## config.mk

```make
export PLATFORM = sky130hd
export DESIGN_NAME = uart_bus_responder
export DESIGN_NICKNAME = d
export VERILOG_FILES = /design/src/rtl/uart_bus_responder_pkg.sv /design/src/rtl/uart_bus_responder_rx_deser.sv /design/src/rtl/uart_bus_responder.sv
export SDC_FILE = /design/constraint.sdc
export NUM_CORES = 1
export LEC_CHECK = 0
export CORE_ASPECT_RATIO = 0.75
export CORE_MARGIN = 1
export CORE_UTILIZATION = 40
export CTS_CLUSTER_DIAMETER = 60
export DETAILED_ROUTE_END_ITERATION = 10
export SLEW_MARGIN = 30
export SYNTH_ARGS = -nofsm -noshare
export SYNTH_HDL_FRONTEND = slang
export SYNTH_SLANG_ARGS = --single-unit
```

## constraint.sdc

```tcl
create_clock -name clk -period 4.55 [get_ports clk]
set_input_delay 1.365 -clock clk [delete_from_list [all_inputs] [get_ports clk]]
set_output_delay 1.365 -clock clk [all_outputs]
set_load 0.1 [all_outputs]
```

## src/rtl/uart_bus_responder_pkg.sv

```systemverilog
// ============================================================================
// Module : uart_bus_responder_pkg
// Brief  : Shared UART state encodings and default bit timing.
// Rev    : 1.0
// ============================================================================
`default_nettype none

package uart_bus_responder_pkg;

    localparam int UART_DEFAULT_CLKS_PER_BIT = 434;

    typedef enum logic [1:0] {
        UART_FSM_IDLE  = 2'd0,
        UART_FSM_START = 2'd1,
        UART_FSM_DATA  = 2'd2,
        UART_FSM_STOP  = 2'd3
    } uart_fsm_e;

endpackage

`default_nettype wire

```

## src/rtl/uart_bus_responder_rx_deser.sv

```systemverilog
// ============================================================================
// Module : uart_rx_deser
// Brief  : 8N1 receiver: rxd synchroniser, RX FSM and shift register.
// Rev    : 1.0
// ============================================================================
`default_nettype none

module uart_rx_deser
    import uart_bus_responder_pkg::*;
#(
    parameter int CLKS_PER_BIT = UART_DEFAULT_CLKS_PER_BIT
) (
    input  logic       clk,
    input  logic       rst_n,
    input  logic       rxd,
    output logic [7:0] rx_byte,
    output logic       rx_valid
);

    localparam logic [15:0] BIT_LAST  = 16'(CLKS_PER_BIT - 1);
    localparam logic [15:0] HALF_LAST = 16'(CLKS_PER_BIT / 2 - 1);

    uart_fsm_e   state_q, state_d;
    logic [1:0]  sync_q, sync_d;
    logic        prev_q, prev_d;
    logic [15:0] cnt_q, cnt_d;
    logic [2:0]  idx_q, idx_d;
    logic [7:0]  shift_q, shift_d;
    logic [7:0]  byte_q, byte_d;
    logic        valid_q, valid_d;
    logic        rx_s;
    logic        fall;

    assign rx_s = sync_q[1];
    assign fall = prev_q & ~rx_s;

    always_comb begin
        state_d = state_q;
        sync_d  = {sync_q[0], rxd};
        prev_d  = rx_s;
        cnt_d   = cnt_q;
        idx_d   = idx_q;
        shift_d = shift_q;
        byte_d  = byte_q;
        valid_d = 1'b0;
        case (state_q)
            UART_FSM_IDLE: begin
                if (fall) begin
                    cnt_d   = 16'd0;
                    state_d = UART_FSM_START;
                end
            end
            UART_FSM_START: begin
                // Mid-start sample rejects glitches shorter than half a bit.
                if (cnt_q == HALF_LAST) begin
                    cnt_d = 16'd0;
                    if (rx_s) begin
                        state_d = UART_FSM_IDLE;
                    end else begin
                        idx_d   = 3'd0;
                        state_d = UART_FSM_DATA;
                    end
                end else begin
                    cnt_d = cnt_q + 16'd1;
                end
            end
            UART_FSM_DATA: begin
                if (cnt_q == BIT_LAST) begin
                    cnt_d   = 16'd0;
                    shift_d = {rx_s, shift_q[7:1]};
                    if (idx_q == 3'd7) begin
                        state_d = UART_FSM_STOP;
                    end else begin
                        idx_d = idx_q + 3'd1;
                    end
                end else begin
                    cnt_d = cnt_q + 16'd1;
                end
            end
            UART_FSM_STOP: begin
                if (cnt_q == BIT_LAST) begin
                    cnt_d   = 16'd0;
                    state_d = UART_FSM_IDLE;
                    if (rx_s) begin
                        byte_d  = shift_q;
                        valid_d = 1'b1;
                    end
                end else begin
                    cnt_d = cnt_q + 16'd1;
                end
            end
            default: state_d = UART_FSM_IDLE;
        endcase
    end

    always_ff @(posedge clk or negedge rst_n) begin
        if (!rst_n) begin
            state_q <= UART_FSM_IDLE;
            sync_q  <= 2'b11;
            prev_q  <= 1'b1;
            cnt_q   <= 16'd0;
            idx_q   <= 3'd0;
            shift_q <= 8'd0;
            byte_q  <= 8'd0;
            valid_q <= 1'b0;
        end else begin
            state_q <= state_d;
            sync_q  <= sync_d;
            prev_q  <= prev_d;
            cnt_q   <= cnt_d;
            idx_q   <= idx_d;
            shift_q <= shift_d;
            byte_q  <= byte_d;
            valid_q <= valid_d;
        end
    end

    assign rx_byte  = byte_q;
    assign rx_valid = valid_q;

endmodule

`default_nettype wire

```

## src/rtl/uart_bus_responder.sv

```systemverilog
// ============================================================================
// Module : uart_bus_responder
// Brief  : In-FPGA UART responding to the ram_uart strobe handshake; TX path here.
// Rev    : 1.0
// ============================================================================
`default_nettype none

module uart_bus_responder
    import uart_bus_responder_pkg::*;
#(
    parameter int CLKS_PER_BIT = UART_DEFAULT_CLKS_PER_BIT
) (
    input  logic       clk,
    input  logic       rst,
    input  logic       rdn,
    input  logic       wrn,
    input  logic [7:0] bus_din,
    output logic [7:0] bus_dout,
    output logic       bus_oe,
    output logic       data_ready,
    output logic       tbre,
    output logic       tsre,
    output logic       txd,
    input  logic       rxd,
    output logic       rx_overrun,
    output logic       tx_drop
);

    localparam logic [15:0] BIT_LAST = 16'(CLKS_PER_BIT - 1);

    logic        rdn_q, wrn_q;
    uart_fsm_e   tx_state_q, tx_state_d;
    logic [15:0] tx_cnt_q, tx_cnt_d;
    logic [2:0]  tx_idx_q, tx_idx_d;
    logic [7:0]  thr_q, thr_d;
    logic [7:0]  tsr_q, tsr_d;
    logic [7:0]  rbr_q, rbr_d;
    logic        tbre_q, tbre_d;
    logic        tsre_q, tsre_d;
    logic        txd_q, txd_d;
    logic        data_ready_q, data_ready_d;
    logic        rx_overrun_q, rx_overrun_d;
    logic        tx_drop_q, tx_drop_d;
    logic        rdn_rise, wrn_rise;
    logic [7:0]  rx_byte;
    logic        rx_valid;

    uart_rx_deser #(
        .CLKS_PER_BIT (CLKS_PER_BIT)
    ) u_rx (
        .clk      (clk),
        .rst_n    (rst),
        .rxd      (rxd),
        .rx_byte  (rx_byte),
        .rx_valid (rx_valid)
    );

    assign rdn_rise = ~rdn_q & rdn;
    assign wrn_rise = ~wrn_q & wrn;

    always_comb begin
        tx_state_d   = tx_state_q;
        tx_cnt_d     = tx_cnt_q;
        tx_idx_d     = tx_idx_q;
        thr_d        = thr_q;
        tsr_d        = tsr_q;
        rbr_d        = rbr_q;
        tbre_d       = tbre_q;
        tsre_d       = tsre_q;
        txd_d        = txd_q;
        data_ready_d = data_ready_q;
        rx_overrun_d = 1'b0;
        tx_drop_d    = 1'b0;

        if (wrn_rise) begin
            if (tbre_q) begin
                thr_d  = bus_din;
                tbre_d = 1'b0;
            end else begin
                tx_drop_d = 1'b1;
            end
        end

        if (rdn_rise) begin
            data_ready_d = 1'b0;
        end
        // A byte landing on the read edge wins; the byte being read is not lost.
        if (rx_valid) begin
            rbr_d        = rx_byte;
            data_ready_d = 1'b1;
            rx_overrun_d = data_ready_q & ~rdn_rise;
        end

        // THR loads only when tbre=0, the bus write only when tbre=1: never both.
        case (tx_state_q)
            UART_FSM_IDLE: begin
                if (!tbre_q) begin
                    tsr_d      = thr_q;
                    tbre_d     = 1'b1;
                    tsre_d     = 1'b0;
                    txd_d      = 1'b0;
                    tx_cnt_d   = 16'd0;
                    tx_state_d = UART_FSM_START;
                end
            end
            UART_FSM_START: begin
                if (tx_cnt_q == BIT_LAST) begin
                    tx_cnt_d   = 16'd0;
                    tx_idx_d   = 3'd0;
                    txd_d      = tsr_q[0];
                    tx_state_d = UART_FSM_DATA;
                end else begin
                    tx_cnt_d = tx_cnt_q + 16'd1;
                end
            end
            UART_FSM_DATA: begin
                if (tx_cnt_q == BIT_LAST) begin
                    tx_cnt_d = 16'd0;
                    if (tx_idx_q == 3'd7) begin
                        txd_d      = 1'b1;
                        tx_state_d = UART_FSM_STOP;
                    end else begin
                        tx_idx_d = tx_idx_q + 3'd1;
                        tsr_d    = tsr_q >> 1;
                        txd_d    = tsr_q[1];
                    end
                end else begin
                    tx_cnt_d = tx_cnt_q + 16'd1;
                end
            end
            UART_FSM_STOP: begin
                if (tx_cnt_q == BIT_LAST) begin
                    tx_cnt_d = 16'd0;
                    if (!tbre_q) begin
                        tsr_d      = thr_q;
                        tbre_d     = 1'b1;
                        txd_d      = 1'b0;
                        tx_state_d = UART_FSM_START;
                    end else begin
                        tsre_d     = 1'b1;
                        tx_state_d = UART_FSM_IDLE;
                    end
                end else begin
                    tx_cnt_d = tx_cnt_q + 16'd1;
                end
            end
            default: tx_state_d = UART_FSM_IDLE;
        endcase
    end

    always_ff @(posedge clk or negedge rst) begin
        if (!rst) begin
            rdn_q        <= 1'b1;
            wrn_q        <= 1'b1;
            tx_state_q   <= UART_FSM_IDLE;
            tx_cnt_q     <= 16'd0;
            tx_idx_q     <= 3'd0;
            thr_q        <= 8'd0;
            tsr_q        <= 8'd0;
            rbr_q        <= 8'd0;
            tbre_q       <= 1'b1;
            tsre_q       <= 1'b1;
            txd_q        <= 1'b1;
            data_ready_q <= 1'b0;
            rx_overrun_q <= 1'b0;
            tx_drop_q    <= 1'b0;
        end else begin
            rdn_q        <= rdn;
            wrn_q        <= wrn;
            tx_state_q   <= tx_state_d;
            tx_cnt_q     <= tx_cnt_d;
            tx_idx_q     <= tx_idx_d;
            thr_q        <= thr_d;
            tsr_q        <= tsr_d;
            rbr_q        <= rbr_d;
            tbre_q       <= tbre_d;
            tsre_q       <= tsre_d;
            txd_q        <= txd_d;
            data_ready_q <= data_ready_d;
            rx_overrun_q <= rx_overrun_d;
            tx_drop_q    <= tx_drop_d;
        end
    end

    assign bus_oe     = ~rdn;
    assign bus_dout   = rbr_q;
    assign data_ready = data_ready_q;
    assign tbre       = tbre_q;
    assign tsre       = tsre_q;
    assign txd        = txd_q;
    assign rx_overrun = rx_overrun_q;
    assign tx_drop    = tx_drop_q;

endmodule

`default_nettype wire

```

==> flow_results.org <==
** Global routing
- Global routing consumed, over all layers together, 16.0% of the routing resources.
- For met1 alone, demand over resource in global routing was about 22%.
- Pin count of the biggest net entering global routing :: 66
- The initial antenna violation count is 0.
- After global routing the overflow that remains totals 0.
- The first global-routing pass estimated around 15 mm of wire.
- For this run, global-route usage on met3 was measured as under 10%.
- Most congested layer reported by global routing :: met2
- Number of global-route vias before repair :: between 3k and 4k
- In the global route stage, met2 resource usage came out at 24.7%.

** Clocking
- No sink is reached through more buffers than the 2 on the longest clock path.
- The number of gates resized after CTS was 0.
- TritonCTS built the clock tree.
- CTS built an H-tree with a depth of 3.
- In this run the post-CTS setup repair buffer count came out at 0.
- Clock tree root driver cell :: clkbuf_16
- TritonCTS created 9 clock buffers.
- Cts hold-fix bufs :: 0
- Clock-pin slew of the registers on the worst-case setup and hold paths :: ~70 ps
- At the later pin of the worst-skew pair, clock insertion delay measures roughly 340 ps.
- Number of sinks on the clock net :: between 90 and 100

** Floorplan
- Initial core utilization :: roughly two fifths
- The core region is approximately 0.011 mm^2.
- The die covers roughly 0.012 mm^2.
- From left edge to right edge, the die measures 126 um.
- Die Y :: 95.3 um
- 28 I/O pins were placed.
- Number of core rows :: 33

** Layout
- Layout Area Growth over Synthesis :: 15.1%
- Top library cells by usage in the layout, fill and taps aside :: 86 x dfrtp_1, 41 x mux2_2, 39 x nand2_1
- Cells with a size suffix above 1 make up 19.6% of the layout.
- Final net count :: just under 500
- Sequential standard cell area :: 0.00236 mm^2
- Antenna diode count :: 0
- Multi-input logic area :: approximately 0.0021 mm^2
- Number of inserted filler cells in the final layout :: 1001
- With fillers left out, the area of the finished cells amounts to 0.00535 mm^2.
- Most common cell after layout, fill and taps aside :: dfrtp_1

** Timing
- Setup repair after global routing left no endpoint under its margin.
- Measured slew at the worst slew-check pin :: 967 ps
- Final critical-path share of the clock period :: between 70% and 80%
- Measured against its own limit, the worst slew margin works out to roughly 35%.
- Setup violations remaining at the end of the flow were counted as 0.
- Final Hold Fails :: 0
- The clock arrives with around 9.8 ps of skew.
- After layout, the minimum clock period comes to ~3500 ps.
- Based on the critical path, the design can be clocked at up to 0.284 GHz.
- After routing, the total negative slack on setup checks comes to 0 ps.
- The final count of pins violating max slew came to 0.

** Worst setup path
- STA classifies the critical path endpoint as an output pin.
- CP peak stage delay :: approximately 430 ps
- Family of cells with the greatest summed delay on the critical path :: buffers and inverters
- Setup crit start kind :: primary input
- Required arrival time at the worst endpoint :: 3180 ps
- The critical path is of the in -> out type.
- Ordered list of cells on the worst path :: clkdlybuf4s50_1 > inv_1 > buf_4
- Critical Path Slowest Stage Cell :: clkdlybuf4s50_1
- At the worst endpoint, the arrival time is 2160 ps.
- Crit path max fanout :: 2
- Number of buffer and inverter instances along the worst setup path :: 3

** Yosys
- Dominant cell type by area after synthesis :: dfrtp_1
- Netlist Area Pre-Place :: about 0.0046 mm^2
- Count of flip-flops with a built-in enable after synthesis :: 0
- Mean Syn Cell Area :: between 10 and 15 um^2
- Post-synthesis cell type count :: slightly above 50
- Post-Synthesis Net Count :: roughly 460
- Synthesized instance count :: roughly 420
- Share of the synthesized area in the top cell type :: between 40 and 50%
- Post-synth top flop :: dfrtp_1
- Post-synthesis sequential element count :: 94
- Register area share after synthesis :: between 50% and 60%
- Warning count from the yosys run :: 0
- For this run, asynchronously set or reset flops after synthesis account for 100%.
- Top post-synthesis cells by area :: dfrtp_1 46%, mux2_2 9.9%, ha_1 4.8%, dfstp_2 4.5%, nand2_1 3.2%

** Place
- Total cell area at the placement stage :: between 0.005 and 0.006 mm^2
- Half-perimeter wire length after placement :: ~6.0 mm
- Count of input and output buffers :: 27
- The congestion estimate from routability-driven global placement came to just over 0.8.

** Routing
- Wire length per cell after detailed routing :: between 10 and 15 um
- Summed over all layers, the routed wires come to roughly 8.7 mm.
- For this run, the detailed router's first-pass iteration total came to 4.
- Via count :: roughly 3.2k
- Vias per std cell :: around 5.4
- In the routed design, unresolved DRC markers number 0.
- Number of violations reported at the end of detailed-routing iteration 0 :: 218
- Count of nets left with antenna violations after detail routing :: 0

** Job
- Max-cap violations in this run came to 0.

** Status
- Result of the run :: finished, final reports clean

** Worst hold path
- Type of the worst min-delay path :: reg -> reg

** Power and ir drop
- Leakage Power :: ~0.0024 uW
- Maximum VDD drop :: approximately 190 uV
- Dividing total power by cell area gives a power density of between 300 and 400 mW/mm^2.
[registers in the layout, summed over array words and instances (netlist names), 3 cells and up, named ones only]
register      count
u_rx.idx_q        3
u_rx.cnt_q       16
thr_q             8
u_rx.rx_byte      8
tsr_q             8
u_rx.shift_q      8
bus_dout          8
tx_idx_q          3
tx_cnt_q         16
[through the flow]
stage | instances | util [%] | hold slack [ps] | power (uW) | worst slack (ps)
floorplan | 424 | - | 345 | 1240 | 1230
global placement | 579 | 45.5 | 348 | 1330 | 1050
detailed placement | 579 | 45.5 | 349 | 1350 | 1030
CTS | 595 | 48.1 | 357 | 2090 | 1020
global route | 595 | 48.2 | 359 | 2180 | 975
finish | 595 | 48.2 | 357 | 2070 | 1030
[cell type report]
type	instances	area share (%)
clock buffers	9	4.21
inverters	23	1.61
clock inverters	7	1.22
repair buffers	31	5.52
multi-input cells	291	40.0
well taps	140	3.27
flip-flops and latches	94	44.2
[synth_stat cells, types with 11 or more instances]
cell / count
clkbuf_1: 13
a21oi_1: 12
a31oi_1: 13
o21ai_0: 28
ha_1: 18
nand4_1: 11
nand2_1: 39
nand3_1: 11
inv_1: 23
mux2_2: 41
dfrtp_1: 86
nor2_1: 27
[cell families (layout without fill, tap and decap cells)]
family	count (synthesis)	after routing	share of synthesized area [%]
AOI/OAI and AO/OA	83	83	11.9
and+or+nand+nor	131	131	14.6
adders and majority gates	18	18	4.85
xor gates and xnor gates	9	9	1.70
muxes	50	50	12.7
buffers and inverters	39	70	3.34
DFF	94	94	50.8
[report_power, final]
part / switching (uW) / internal, uW / total (uW) / leakage (uW)
clock network: 350 / 384 / 735 / 0.000140
logic: 228 / 156 / 383 / 0.000991
registers: 53.7 / 898 / 951 / 0.00125
[per-layer routing]
layer	wire length (um)	vias to the layer above	part of all wire, %
met4	124	0	1.4
met3	260	12	3.0
met1	4520	1563	52
met2	3790	44	44
met5	0	-	0
li1	-	1593	-
[path summary, 6_finish.rpt]
| path | start | end | slack [ps] | cells after the start |
|---|---|---|---|---|
| max | rdn | bus_oe | 1030 | 3 |
| min | u_rx.sync_q[0] | u_rx.sync_q[1] | 360 | 0 |
| max reg2reg | u_rx.cnt_q[1] | u_rx.rx_byte[6] | 1770 | 6 |
| min reg2reg | u_rx.sync_q[0] | u_rx.sync_q[1] | 360 | 0 |
| max in group asynchronous | rst | rdn_q | 2640 | 2 |
| min in group asynchronous | rst | u_rx.cnt_q[2] | 1100 | 1 |
[worst reg2reg max path, delay by kind of cell, from the launching register on]
kind / cells / cell delay (ps)
adders and majority gates: 1 / 200
buffers and inverters: 1 / 130
DFF: 1 / 420
muxes: 1 / 390
and+or+nand+nor: 3 / 1530
Power figures use the tool's default switching activity.
